File: config.mk
export PLATFORM = sky130hd
export DESIGN_NAME = tile_scheduler
export DESIGN_NICKNAME = d
export VERILOG_FILES = /design/src/rtl/tile_scheduler.sv
export SDC_FILE = /design/constraint.sdc
export NUM_CORES = 1
export LEC_CHECK = 0
export CORE_UTILIZATION = 60
export DETAILED_ROUTE_END_ITERATION = 7
export PLACE_DENSITY_LB_ADDON = 0.2
export REMOVE_ABC_BUFFERS = 1
export SETUP_SLACK_MARGIN = 0.15
export SYNTH_ARGS = -nofsm -noshare
export SYNTH_HDL_FRONTEND = slang
export SYNTH_SLANG_ARGS = --single-unit
export TNS_END_PERCENT = 10
File: constraint.sdc
create_clock -name clk -period 12.8 [get_ports clk]
set_input_delay 3.2 -clock clk [delete_from_list [all_inputs] [get_ports clk]]
set_output_delay 3.2 -clock clk [all_outputs]
set_load 0.01 [all_outputs]
File: src/rtl/tile_scheduler.sv
// tile_scheduler: splits an M x N x K matmul workload into array-sized tile commands
// and issues them one at a time, waiting for the array to finish each tile.
module tile_scheduler #(
  parameter int INT8            = 8,
  parameter int NUM_MACS        = 5,
  parameter int NUM_PEs_PER_ROW = 5,
  parameter int NUM_ROWS        = 5
) (
  input  logic              clk,
  input  logic              rst,
  input  logic              load_workLoad,
  input  logic [2*INT8-1:0] M_size,
  input  logic [2*INT8-1:0] N_size,
  input  logic [2*INT8-1:0] K_size,
  input  logic              start,
  output logic              busy,
  output logic              done,
  output logic              size_err,
  output logic              cmd_valid,
  input  logic              cmd_ready,
  output logic [2*INT8-1:0] row_base,
  output logic [2*INT8-1:0] col_base,
  output logic [2*INT8-1:0] k_base,
  output logic [INT8-1:0]   rows_valid,
  output logic [INT8-1:0]   cols_valid,
  output logic [INT8-1:0]   k_valid,
  output logic              first_k,
  output logic              last_k,
  input  logic              array_done
);
  localparam int W = 2 * INT8;
  typedef enum logic [1:0] {IDLE, ISSUE, WAIT, FIN} state_t;
  state_t state, state_n;
  logic [W-1:0] m_q, n_q, k_q, m_e, n_e, k_e;
  logic [W-1:0] rb_n, cb_n, kb_n, rem_r, rem_c, rem_k;
  logic [W:0] k_sum, c_sum, r_sum;
  logic ld, zero, go, bad, fin_n, upd;
  // A load in the same cycle as start must be visible to that start
  assign ld    = state == IDLE && load_workLoad;
  assign m_e   = ld ? M_size : m_q;
  assign n_e   = ld ? N_size : n_q;
  assign k_e   = ld ? K_size : k_q;
  assign zero  = m_e == '0 || n_e == '0 || k_e == '0;
  assign go    = state == IDLE && start && !zero;
  assign bad   = state == IDLE && start && zero;
  assign k_sum = {1'b0, k_base} + (W+1)'(NUM_MACS);
  assign c_sum = {1'b0, col_base} + (W+1)'(NUM_PEs_PER_ROW);
  assign r_sum = {1'b0, row_base} + (W+1)'(NUM_ROWS);
  always_comb begin
    state_n = state;
    rb_n    = row_base;
    cb_n    = col_base;
    kb_n    = k_base;
    fin_n   = 1'b0;
    case (state)
      IDLE:  if (go) begin
        state_n = ISSUE;
        rb_n    = '0;
        cb_n    = '0;
        kb_n    = '0;
      end
      ISSUE: state_n = cmd_ready ? WAIT : ISSUE;
      WAIT:  if (array_done) begin
        state_n = ISSUE;
        kb_n    = k_sum[W-1:0];
        if (k_sum >= {1'b0, k_q}) begin
          kb_n = '0;
          cb_n = c_sum[W-1:0];
          if (c_sum >= {1'b0, n_q}) begin
            cb_n = '0;
            rb_n = r_sum[W-1:0];
            if (r_sum >= {1'b0, m_q}) begin
              state_n = FIN;
              fin_n   = 1'b1;
            end
          end
        end
      end
      default: state_n = IDLE;
    endcase
  end
  assign upd   = go || (state == WAIT && array_done && !fin_n);
  assign rem_r = m_e - rb_n;
  assign rem_c = n_e - cb_n;
  assign rem_k = k_e - kb_n;
  always_ff @(posedge clk) begin
    if (rst) begin
      state      <= IDLE;
      m_q        <= '0;
      n_q        <= '0;
      k_q        <= '0;
      done       <= 1'b0;
      size_err   <= 1'b0;
      row_base   <= '0;
      col_base   <= '0;
      k_base     <= '0;
      rows_valid <= '0;
      cols_valid <= '0;
      k_valid    <= '0;
      first_k    <= 1'b0;
      last_k     <= 1'b0;
    end else begin
      state    <= state_n;
      done     <= fin_n || bad;
      size_err <= bad ? 1'b1 : ld ? 1'b0 : size_err;
      if (ld) begin
        m_q <= M_size;
        n_q <= N_size;
        k_q <= K_size;
      end
      if (upd) begin
        row_base   <= rb_n;
        col_base   <= cb_n;
        k_base     <= kb_n;
        rows_valid <= rem_r < W'(NUM_ROWS) ? rem_r[INT8-1:0] : INT8'(NUM_ROWS);
        cols_valid <= rem_c < W'(NUM_PEs_PER_ROW) ? rem_c[INT8-1:0] : INT8'(NUM_PEs_PER_ROW);
        k_valid    <= rem_k < W'(NUM_MACS) ? rem_k[INT8-1:0] : INT8'(NUM_MACS);
        first_k    <= kb_n == '0;
        last_k     <= {1'b0, kb_n} + (W+1)'(NUM_MACS) >= {1'b0, k_e};
      end
    end
  end
  assign busy      = state != IDLE;
  assign cmd_valid = state == ISSUE;
endmodule
==> flow_summary.toml <==
[timing]
finalCriticalPeriod_ns = 8.58
rsz0062_at_grt = "false"
hold_violations = 0
fin_setup_tns_ns = 0
relSlewSlack = 0.282
period_share = 0.671
tightest_slew_ns = 1.08
drv_slew = 0
fin_skew_ns = 0.0105
setup_violations = 0
max_freq_mhz = 117

[power]
total_power_mw = 1.81
leakage_nw = 5.30
ir_drop_mv = 0.120
power.density_nw_per_um2 = 141

[floorplan]
core-area_um2 = 17500
pin_count = 132
die-area_um2 = 18700
num_rows = 48
die_h_um = 137
initial_utilization = 0.622
die_w_um = 137

[setup_path]
worstSetupPathType = "input pin to flip-flop"
end_kind = "flip-flop"
crit_path_max_fanout = 17
crit_chain = "clkdlybuf4s50_1 > nand2_1 > a2111oi_0 > and2_1 > a22oi_1 > ha_1 > nor2b_1 > o21ai_0 > a21boi_0 > o21ai_0 > a21boi_0 > a21oi_1 > nor3_1 > nor4bb_1 > o2111ai_1 > nor4_1 > a41o_1"
rr_startpoint = "col_base[0]"
crit_path_start_kind = "input pin"
critPathRequiredTime_ns = 13.18
slowest_delay_ns = 0.75
cp-startpoint = "array_done"
cp.arrival_ns = 8.97
critPathSlowestCell = "a2111oi_0"

[layout]
mostFrequentLayoutCell = "nor2_1"
drive_above_1_share = 0.0393
num-nets-final = 1711
n_antenna_cell = 0
final_cell_mix = "154 x nor2_1, 130 x clkdlybuf4s50_1, 126 x dfxtp_1"
stdcell_count = 1778
area_growth_pct = 18.1

[clock_network]
cts_resized = 0
cts_sinks = 126
hold_buffers = 0
cts_root_buffer = "clkbuf_16"
clock_latency_ns = 0.44
clk_pin_slew_ns = 0.07
postCtsSetupRepairBufs = 0
cts-buffers-inserted = 17
cts_buffer_depth = 2
htreeDepth = 4
cts_tree = "built"

[routing]
wl_per_cell_um = 18.5
vias = 11399
routed_wl_mm = 32.9
final_antenna_net_count = 0
drcViolationCount = 0
first_pass_iters = 5
drt_iter0_drc = 1216
via_per_inst = 6.41

[global_route]
grt_pass1_vias = 10494
grt.total_usage = 0.359
grt_max_degree = 92
antenna_found_initial = 0
grt_overflow = 0
grt_pass1_wl_mm = 52.5

[synth]
synth_area_um2 = 10900
syn_inst = 1454
syn_area_per_cell_um2 = 7.48
ys_async_sr_fraction = 0
synthDistinctLibCells = 81
ys_ff_latch = 126
yosys_warnings = 0
synth_top_flop_cell = "dfxtp_1"
synth_seq_area_share = 0.232
synth-edff-count = 0

[placed_design]
place_inst = 1746
gp_congestion = 0.960
port_buffers = 131
dp_hpwl_mm = 24.7

[status]
outcome = "completed"

[min_path]
worst_hold_startpoint = "size_err"
min_path_type = "flip-flop to flip-flop"

[flow_run]
maxCapViolCount = 0
-- final cells by class --
class                           instances  area [µm²]
Timing Repair Buffer                  141        1380
Sequential cell                       126        2520
Multi-Input combinational cell       1158        7710
Clock buffer                           17         425
Fill cell                            1409        4630
Tap cell                              225         282
Clock inverter                         15         164
Inverter                               96         360
-- cell usage after synthesis (4+ instances only) --
library cell  number  area share
nor2_1           154       0.053
dfxtp_1          126        0.23
a21oi_1          114       0.052
ha_1             114        0.13
nand2_1          106       0.037
inv_1             95       0.033
o21ai_0           89       0.041
clkbuf_1          65       0.022
a211oi_1          49       0.034
xnor2_1           49       0.039
a21o_1            40       0.028
nor3_1            40       0.018
and2_1            38       0.022
nor4_1            35       0.020
nand3_1           34       0.016
and3_1            30       0.017
nand4_1           26       0.015
xor2_1            26       0.021
nor2b_1           17      0.0098
a22oi_1           16       0.011
o21a_1            16       0.011
mux2i_1           14       0.013
nand2b_1          10      0.0058
a2111oi_0          8      0.0064
a31oi_1            8      0.0046
nand3b_1           8      0.0055
o21bai_1           8      0.0055
a21boi_0           7      0.0048
o2111ai_1          6      0.0048
o22ai_1            6      0.0035
or3_1              6      0.0035
buf_2              5      0.0023
a21boi_1           4      0.0028
and4_1             4      0.0032
nor3b_1            4      0.0028
o211ai_1           4      0.0028
o31ai_1            4      0.0028
-- metrics by stage --
stage,cell area [µm²],setup WS [ns],hold slack (ns),util
6_report,12800,4.22,0.463,0.735
3_3_place_gp,12300,3.97,0.444,0.701
3_5_place_dp,12300,3.92,0.452,0.701
2_1_floorplan,10600,3.88,0.470,-
4_1_cts,12800,4.34,0.462,0.735
5_1_grt,12800,3.67,0.495,0.735
-- cells by family after synthesis --
| family | count (synthesis) | synth area share |
|---|---|---|
| AO/OA/AOI/OAI | 418 | 0.250 |
| XOR/XNOR | 75 | 0.0604 |
| adder cells (fa/ha/maj) | 117 | 0.137 |
| buffers and inverters | 170 | 0.0603 |
| flip-flops | 126 | 0.232 |
| multiplexers | 15 | 0.0139 |
| AND/OR/NAND/NOR | 533 | 0.247 |
-- flip-flops by register name, indices dropped and copies added (netlist names) --
signal,count
col_base,16
cols_valid,8
done,1
first_k,1
k_base,16
k_q,16
k_valid,8
last_k,1
m_q,16
n_q,16
row_base,16
rows_valid,8
size_err,1
state,2
-- metal layers --
metal  routed length (µm)  up-vias  track usage  part of all wire
met5                    0        -            0                 0
met4                 1010        0        0.156             0.031
met3                 2980       89       0.0589             0.091
met2                15400      580        0.608              0.47
met1                13500     5288        0.447              0.41
li1                     -     5442            -                 -
-- critical path: cells and delay by family --
kind            cells  cell delay [ns]
compound gates      9             2.60
fa+ha+maj           1             0.35
buf+inv             1             0.57
simple gates        6             2.24
-- power by group --
part | internal (mW) | leakage, nW | switching (mW)
logic | 0.348 | 3.98 | 0.489
registers | 0.430 | 1.03 | 0.0531
clock network | 0.277 | 0.289 | 0.217
total | 1.06 | 5.30 | 0.759
-- worst paths after layout --
path	end	slack, ns	cells after the start
max	cols_valid[1]	4.22	17
min	size_err	0.46	2
max reg2reg	cols_valid[1]	4.87	24
min reg2reg	size_err	0.46	2
Power figures use the tool's default switching activity.
